### src/rtl/timer_scheduler.sv
// timer_scheduler: NUM_CH millisecond timeout channels sharing one prescaler,
// with expiries reported one per handshake through a round-robin event port.
module timer_scheduler #(
    parameter int NUM_CH      = 4,
    parameter int CLKS_PER_MS = 50000,
    parameter int DUR_W       = 12
) (
    input  logic                      clk,
    input  logic                      reset,
    input  logic [NUM_CH-1:0]         start,
    input  logic [NUM_CH*DUR_W-1:0]   dur,
    input  logic [NUM_CH-1:0]         cancel,
    output logic [NUM_CH-1:0]         busy,
    output logic                      evt_valid,
    output logic [$clog2(NUM_CH)-1:0] evt_ch,
    input  logic                      evt_ready,
    output logic                      tick
);
    localparam int CW = $clog2(NUM_CH);
    localparam int PW = (CLKS_PER_MS > 1) ? $clog2(CLKS_PER_MS) : 1;
    localparam logic [PW-1:0] PRESC_MAX = PW'(CLKS_PER_MS - 1);

    typedef enum logic [1:0] {IDLE, RUN, EXPIRED} ch_state_e;

    ch_state_e         st_q  [NUM_CH];
    logic [DUR_W-1:0]  rem_q [NUM_CH];
    logic [PW-1:0]     presc_q;
    logic              tick_q;
    logic [CW-1:0]     rr_q;
    logic [NUM_CH-1:0] busy_q;
    logic [NUM_CH-1:0] expd;
    logic [CW-1:0]     cand;
    logic              hs;

    assign busy = busy_q;
    assign tick = tick_q;
    assign hs   = evt_valid && evt_ready;

    always_comb begin
        expd = '0;
        for (int i = 0; i < NUM_CH; i++) expd[i] = (st_q[i] == EXPIRED);
    end

    // Walk from farthest to nearest so the channel closest after rr_q wins.
    always_comb begin
        evt_valid = 1'b0;
        evt_ch    = '0;
        cand      = '0;
        for (int k = NUM_CH; k >= 1; k--) begin
            cand = CW'((int'(rr_q) + k) % NUM_CH);
            if (expd[cand]) begin
                evt_valid = 1'b1;
                evt_ch    = cand;
            end
        end
    end

    always_ff @(posedge clk) begin
        if (reset) begin
            presc_q <= '0;
            tick_q  <= 1'b0;
            rr_q    <= CW'(NUM_CH - 1);
            busy_q  <= '0;
            for (int i = 0; i < NUM_CH; i++) begin
                st_q[i]  <= IDLE;
                rem_q[i] <= '0;
            end
        end else begin
            presc_q <= (presc_q == PRESC_MAX) ? '0 : presc_q + 1'b1;
            tick_q  <= (presc_q == PRESC_MAX);
            if (hs) rr_q <= evt_ch;
            // Priority per channel: cancel, start, accept, countdown.
            for (int i = 0; i < NUM_CH; i++) begin
                if (cancel[i]) begin
                    st_q[i]   <= IDLE;
                    rem_q[i]  <= '0;
                    busy_q[i] <= 1'b0;
                end else if (start[i]) begin
                    rem_q[i]  <= dur[i*DUR_W +: DUR_W];
                    st_q[i]   <= (dur[i*DUR_W +: DUR_W] == '0) ? EXPIRED : RUN;
                    busy_q[i] <= 1'b1;
                end else if (hs && evt_ch == CW'(i)) begin
                    st_q[i]   <= IDLE;
                    busy_q[i] <= 1'b0;
                end else if (st_q[i] == RUN && tick_q) begin
                    st_q[i]  <= (rem_q[i] == DUR_W'(1)) ? EXPIRED : RUN;
                    rem_q[i] <= (rem_q[i] == DUR_W'(1)) ? '0 : rem_q[i] - 1'b1;
                end
            end
        end
    end
endmodule

### config.mk
export PLATFORM = sky130hd
export DESIGN_NAME = timer_scheduler
export DESIGN_NICKNAME = d
export VERILOG_FILES = /design/src/rtl/timer_scheduler.sv
export SDC_FILE = /design/constraint.sdc
export NUM_CORES = 1
export LEC_CHECK = 0
export BUFFER_PORTS_ARGS = -buffer_cell sky130_fd_sc_hd__buf_2
export CAP_MARGIN = 20
export CORE_ASPECT_RATIO = 1.4
export CORE_UTILIZATION = 40
export DETAILED_ROUTE_END_ITERATION = 10
export PLACE_DENSITY_LB_ADDON = 0.25
export REMOVE_ABC_BUFFERS = 1
export SLEW_MARGIN = 20
export SYNTH_ARGS = -nofsm -noshare
export SYNTH_HDL_FRONTEND = slang
export SYNTH_SLANG_ARGS = --single-unit
### constraint.sdc
create_clock -name clk -period 1.7 [get_ports clk]
set_clock_uncertainty 0.1 [all_clocks]
set_input_delay 0.255 -clock clk [delete_from_list [all_inputs] [get_ports clk]]
set_output_delay 0.255 -clock clk [all_outputs]
set_load 0.03 [all_outputs]
==> run summary, run 1 <==
# H-tree levels: 3
Hold Slack: 0.1013 ns
routability cong.: 0.8664
Area growth syn-to-layout: 57.23%
Synth Register Bits: 79
Mapped Cells: 474
Post-synth EDFFs: 56
CP Class: flop to output pin
routed len/inst: 15.67 um
final core utilization: 0.6502
DP Area: 0.005772 sq mm
failing checks: negative setup slack
leakage: 0.002888 uW
endpoint class of the critical path: output pin
Horiz. Die Dim: 91.81 um
Worst-path clk slew: 0.06 ns
most common cell after layout, fill and taps aside: buf_4
max_cap viols: 0
Port Buf Inserts: 66
first-pass GRT wire length: 19460 um
final setup fails: 59
share of cells above drive strength 1: 0.4733
die height: 127.7 um
total grt overflow: 0
Fmax achieved: 479.9 MHz
Starting Density: 0.4135
asr flop ratio synth: 0
Final period util: 1.226
cts bufs inserted: 9
Synth warnings: 0
insertion delay to the later sink of the worst-skew pair: 0.34 ns
n_diodes: 0
syn_area_per_cell: 9.529 sq um
vias in the first global route: 4269
routed vias: 4353
vias per cell: 5.341
Slew @ Worst Pin: 0.4556 ns
CTS tree: built
Slew Limit Fails: 0
initial antenna violation count: 0
register area share after synthesis: 0.4742
Bufs on Longest Clock Path: 2
io pins: 67
Core Footprint: 0.01092 sq mm
CTS Sinks: 79
Netlist Area Pre-Place: 0.004517 sq mm
Startpoint Class: flop
First-pass DRT Iterations: 5
nets@finish: 737
Cell variety after synth: 45
WL final: 12780 um
DR iter-0 viols: 211
setup TNS: -5.071 ns
root buffer cell: clkbuf_16
setup ws final: -0.3837 ns
type of the most critical hold path: input port to flop
run status: finished, violations left
Antenna Nets Post-Route: 0
Hold Vio Cnt, Final: 0
Arrival @ worst endpoint: 1.73 ns
cell area after layout: 0.007102 sq mm
dpl hpwl: 8408 um
# DRC: 0
Die ar.: 0.01173 sq mm
largest net degree at the start of global routing: 16
RSZ-0062 raised after global routing: yes
commonest cells after routing, fill and taps aside: buf_4, nand2_1, buf_2, edfxtp_1, nor2_1
ys flop type: edfxtp_1
aggregate global-route resource usage: 0.2103
power per cell area: 757.3 mW/mm^2
worst endpoint required time: 1.34 ns
worst vdd ir: 553.3 uV
Max transition margin: 0.6939
Worst Path Max Fanout: 3
row count: 45
Final min period: 2.084 ns
[power by group]
group	leakage, uW	internal (uW)	total, uW	switching [uW]
registers	0.000835	2150	2250	93.2
logic	0.00190	599	1160	562
clock network	0.000153	1200	1970	770
total	0.00289	3950	5380	1430
[per-layer routing]
metal  track usage  up-vias  share of wire
met4       0.07629        0          0.019
met5             0        -              0
li1              -     2123              -
met2        0.3857      102           0.54
met1        0.2390     2107           0.40
met3       0.04508       21          0.037
[Yosys cell counts, drive strengths merged (4+ instances only)]
master	number	area, sq um
nand3	13	65.06
ha	9	112.6
a21oi	6	30.03
nand2	73	274.0
nand2b	7	43.79
dfxtp	23	460.4
edfxtp	56	1682
nand4b	8	70.07
clkbuf	4	15.01
buf	7	35.03
nor4	30	242.7
and2	4	25.02
xnor2	31	271.5
nor2b	4	25.02
o21ai	57	285.3
inv	16	60.05
nand4	7	43.79
nor3	15	75.07
nor3b	9	77.57
xor2	22	192.7
o21bai	4	30.03
nor2	41	153.9
and3	4	25.02
[through the flow]
step,std cells,power (uW),setup WS [ns]
detailed placement,768,3126,-0.2661
finish,815,5378,-0.3837
global route,815,5598,-0.4590
CTS,797,5255,-0.3747
global placement,768,3106,-0.2229
floorplan,463,2710,-0.1662
[layout make-up]
class | count | area [sq um]
Clock inverter | 4 | 22.52
Inverter | 16 | 62.56
Timing Repair Buffer | 194 | 1479
Clock buffer | 12 | 289.0
Sequential cell | 79 | 2143
Multi-Input combinational cell | 369 | 2929
Fill cell | 828 | 3821
Tap cell | 141 | 176.4
[cells by family after synthesis]
group | share of synthesized area
adders and majority gates | 0.02493
buffers and inverters | 0.02437
DFF | 0.4742
and+or+nand+nor | 0.2676
AOI/OAI and AO/OA | 0.1061
xor gates and xnor gates | 0.1028
[timing repair]
action	CTS	global route
pin swaps	38	45
buffers inserted	13	19
gates resized for setup	92	69
setup endpoints to repair	57	84
cloned	1	1
hold buffers	0	0
[state kept, by name (all words and copies together) (netlist names)]
register / flops
presc_q: 16
rr_q: 2
busy: 4
st_q: 8
rem_q: 48
tick: 1
[critical path, cell delays in order, from the launching register on]
cell and delay [ns]:
edfxtp_1 0.42, or4b_4 0.52, o311ai_2 0.12, nor2_2 0.09
inv_2 0.10, buf_6 0.13
[path summary, 6_finish.rpt]
path / endpoint / from / slack [ns] / cells past startpoint
worst max-delay path: evt_ch[0] / st_q[1][0] / -0.38 / 5
worst min-delay path: busy[3] / cancel[3] / 0.10 / 4
worst max register to register: st_q[1][0] / st_q[1][0] / -0.33 / 5
worst min register to register: presc_q[9] / presc_q[9] / 0.45 / 2
Power figures use the tool's default switching activity.
==> run 2, diff against run 1 <==
- CORE_MARGIN: unset -> 2
- SKIP_LAST_GASP: unset -> 1
==> run summary, run 2 (same netlist as run 1, synthesis figures left out) <==
run status: finished, violations left
failing checks: negative setup slack
Die ar.: 0.01217 sq mm
Antenna Nets Post-Route: 0
largest net degree at the start of global routing: 16
CTS Sinks: 79
Horiz. Die Dim: 93.81 um
Worst-path clk slew: 0.06 ns
max reg flops: 48
routability cong.: 0.9219
leakage: 0.002842 uW
cell area after layout: 0.007069 sq mm
Fillers: 836
Port Buf Inserts: 66
Area growth syn-to-layout: 56.51%
FF/Latch Area: 0.002143 sq mm
vias in the first global route: 4294
Starting Density: 0.4135
cts bufs inserted: 9
die height: 129.7 um
Slew Limit Fails: 0
DR iter-0 viols: 196
max_cap viols: 0
dpl hpwl: 8658 um
insertion delay to the later sink of the worst-skew pair: 0.34 ns
Core Footprint: 0.01092 sq mm
Fmax achieved: 480.1 MHz
nets@finish: 733
row count: 45
aggregate global-route resource usage: 0.2118
vias per cell: 5.275
Worst Path Max Fanout: 3
most common cell after layout, fill and taps aside: buf_4
Reg power frac: 0.423
power per cell area: 751.5 mW/mm^2
commonest cells after routing, fill and taps aside: buf_4, nand2_1, buf_2, edfxtp_1, o21ai_2
final setup fails: 61
reg2reg setup slack: -0.33 ns
n_diodes: 0
Clk pwr share: 0.360
share of cells above drive strength 1: 0.4776
footprint of the multi-input gates: 0.002929 sq mm
P_sw: 1408 uW
sw frac: 0.2650
CP Class: flop to output pin
# DRC: 0
First-pass DRT Iterations: 4
Bufs on Longest Clock Path: 2
# H-tree levels: 3
Hold Vio Cnt, Final: 0
worst endpoint required time: 1.34 ns
Final min period: 2.083 ns
Max transition margin: 0.7406
setup ws final: -0.3830 ns
final core utilization: 0.6472
Slew @ Worst Pin: 0.3855 ns
first-pass GRT wire length: 20240 um
endpoint class of the critical path: output pin
RSZ-0062 raised after global routing: yes
Final period util: 1.225
top flop regs: rem_q x48, presc_q x16, st_q x8
Biggest register: rem_q
internal power: 3905 uW
initial antenna violation count: 0
CTS tree: built
routed vias: 4278
io pins: 67
Startpoint Class: flop
type of the most critical hold path: input port to flop
DP Area: 0.005804 sq mm
root buffer cell: clkbuf_16
Arrival @ worst endpoint: 1.73 ns
worst vdd ir: 667.9 uV
total grt overflow: 0
routed len/inst: 15.66 um
Combinational Power Share: 0.218
WL final: 12700 um
[run 2: cell count changes in the layout (fill, tap and decap cells not counted), sizes merged]
cell	before	now
buf	194	191
a31o	3	2
clkinvlp	1	0
clkinv	2	1
clkbuf	12	14
[run 2: metrics by stage]
step | hold slack [ns] | total power (uW) | TNS [ns] | instances | setup WS (ns)
finish | 0.1063 | 5313 | -5.957 | 811 | -0.3830
global route | 0.1140 | 5524 | -10.63 | 811 | -0.4248
CTS | 0.09925 | 5235 | -5.789 | 802 | -0.3611
detailed placement | 0.3627 | 3132 | -5.998 | 769 | -0.2684
global placement | 0.3485 | 3108 | -3.853 | 769 | -0.2208
floorplan | 0.2274 | 2710 | -1.624 | 463 | -0.1662
[run 2: layer usage]
layer,track usage,share of wire
met1,0.2416,0.40
met2,0.3866,0.54
met3,0.03002,0.035
met4,0.1006,0.028
met5,0,0
[run 2: timing repair]
item,4_1_cts,5_1_grt
resized for setup,128,41
cloned,1,0
setup endpoints to repair,62,74
hold buffers,0,0
setup buffers,17,16
endpoints found under the hold margin,0,0
pin swaps,60,33
[run 2: power groups by stage]
stage,Clock [uW],Combinational (uW),Sequential (uW)
finish,1910,1160,2250
detailed placement,0,864,2270
global route,2020,1250,2260
floorplan,0,429,2280
global placement,0,845,2260
CTS,1940,1050,2240
[run 2: area by class of cell]
cell class                      instances  share of cell area
Multi-Input combinational cell        368              0.4143
Sequential cell                        79              0.3032
Timing Repair Buffer                  191              0.2057
Clock buffer                           14             0.04035
Tap cell                              141             0.02496
Inverter                               16            0.009912
Clock inverter                          2            0.001593
[run 2: worst paths after layout]
| check | from | end | depth (start not counted) |
|---|---|---|---|
| setup / recovery | st_q[1][0] | evt_ch[0] | 5 |
| hold / removal | dur[12] | rem_q[1][0] | 3 |
| setup reg to reg | st_q[1][0] | st_q[1][1] | 5 |
| hold reg to reg | presc_q[0] | presc_q[0] | 1 |
[run 2: worst max-delay path, stage by stage (launching register included)]
cell and delay [ns]:
edfxtp_1 0.42, or4b_4 0.54, o311ai_4 0.13, nor2_2 0.09
inv_2 0.09, buf_6 0.13
==> run 3, diff against run 2 <==
- CORE_ASPECT_RATIO: 1.4 -> unset
- PLACE_DENSITY: unset -> 0.71
- PLACE_DENSITY_LB_ADDON: 0.25 -> unset
==> run summary, run 3 (same netlist as run 1, synthesis figures left out) <==
run status: finished, violations left
failing checks: negative setup slack
Hold Vio Cnt, Final: 0
Startpoint Class: flop
setup ws final: -0.4554 ns
Fillers: 799
aggregate global-route resource usage: 0.2196
Bufs on Longest Clock Path: 2
# DRC: 0
nets@finish: 728
count of hold buffers inserted by post-cts repair: 0
row count: 38
share of cells above drive strength 1: 0.4827
met1 wire length: 5503 um
leakage: 0.002881 uW
Final min period: 2.155 ns
max layer used: met4
Port Buf Inserts: 66
vias per cell: 5.585
Antenna Nets Post-Route: 0
routability cong.: 0.9218
footprint of the multi-input gates: 0.002995 sq mm
Fmax achieved: 463.9 MHz
reg2reg setup slack: -0.39 ns
Arrival @ worst endpoint: 1.80 ns
routed vias: 4496
FF/Latch Area: 0.002142 sq mm
Worst Path Max Fanout: 3
cell area after layout: 0.007093 sq mm
final setup fails: 54
max_cap viols: 0
total grt overflow: 0
type of the most critical hold path: input port to flop
met3 routed WL: 680 um
io pins: 67
Final period util: 1.268
max reg flops: 48
Worst R2R Path Depth: 5
Starting Density: 0.4130
first-pass GRT wire length: 20470 um
Worst-path clk slew: 0.06 ns
WL final: 14100 um
hold path depth: 4
insertion delay to the later sink of the worst-skew pair: 0.34 ns
vias in the first global route: 4437
hold path endpoint: busy[3]
First-pass DRT Iterations: 5
cts bufs inserted: 9
Core Footprint: 0.01094 sq mm
die height: 110.3 um
R2R Path End: st_q[1][1]
Die ar.: 0.01216 sq mm
CTS Sinks: 79
hold_sp: cancel[3]
Slew @ Worst Pin: 0.4367 ns
dpl hpwl: 8696 um
worst endpoint required time: 1.34 ns
worst vdd ir: 391.1 uV
endpoint class of the critical path: output pin
Max transition margin: 0.7089
most common cell after layout, fill and taps aside: buf_4
n_diodes: 0
commonest cells after routing, fill and taps aside: buf_4, nand2_1, buf_2, edfxtp_1, o21ai_2
Horiz. Die Dim: 110.3 um
root buffer cell: clkbuf_16
top flop regs: rem_q x48, presc_q x16, st_q x8
Biggest register: rem_q
DR iter-0 viols: 286
# H-tree levels: 3
RSZ-0062 raised after global routing: yes
WL met2: 7313 um
CP Class: flop to output pin
Slew Limit Fails: 0
worst r2r src: st_q[1][0]
largest net degree at the start of global routing: 16
Area growth syn-to-layout: 57.04%
Hold Slack: 0.1045 ns
routed len/inst: 17.51 um
power per cell area: 759.3 mW/mm^2
initial antenna violation count: 0
DP Area: 0.005705 sq mm
CTS tree: built
[run 3: layout make-up]
| cell class | count | area share |
|---|---|---|
| Clock inverter | 4 | 0.003175 |
| Sequential cell | 79 | 0.3020 |
| Timing Repair Buffer | 186 | 0.2000 |
| Clock buffer | 12 | 0.03934 |
| Multi-Input combinational cell | 368 | 0.4223 |
| Tap cell | 140 | 0.02470 |
| Inverter | 16 | 0.008467 |
[run 3: worst max path at each step]
stage	from	to	cells past startpoint
after detailed placement	st_q[0][0]	st_q[0][0]	6
after CTS	st_q[1][0]	evt_ch[0]	5
after global placement	st_q[1][0]	evt_ch[0]	5
after floorplan	st_q[0][1]	st_q[0][0]	5
after global routing	st_q[2][1]	evt_ch[0]	6
final	st_q[1][0]	evt_ch[0]	5
[run 3: timing repair]
item / in CTS / in global routing
cloned: 1 / 1
setup buffers: 17 / 20
setup endpoints to repair: 54 / 70
pin swaps: 31 / 51
resized for setup: 80 / 88
[run 3: metrics by stage]
step	TNS (ns)	total power (uW)	setup WS, ns	util	cells
finish	-7.202	5386	-0.4554	0.6486	805
detailed placement	-4.759	3115	-0.3274	0.5217	755
floorplan	-1.624	2710	-0.1662	-	463
CTS	-3.739	5192	-0.3964	0.5970	789
global placement	-2.887	3081	-0.2289	0.5217	755
global route	-11.42	5573	-0.4786	0.6486	805
[run 3: per-layer routing]
layer | vias to the layer above | global-route usage
li1 | 2107 | -
met1 | 2180 | 0.2484
met2 | 165 | 0.4053
met3 | 44 | 0.02587
met4 | 0 | 0.1098
met5 | - | 0
[run 3: where the power goes]
group          switching [uW]  total [uW]  internal [uW]
clock                     784        1950           1160
sequential               89.4        2240           2150
combinational             607        1200            589
[run 3: worst max-delay path: stages (launching register included)]
cell	delay (ns)
edfxtp_1	0.45
or4b_4	0.54
o311ai_4	0.12
nor2_2	0.10
inv_2	0.11
buf_6	0.14
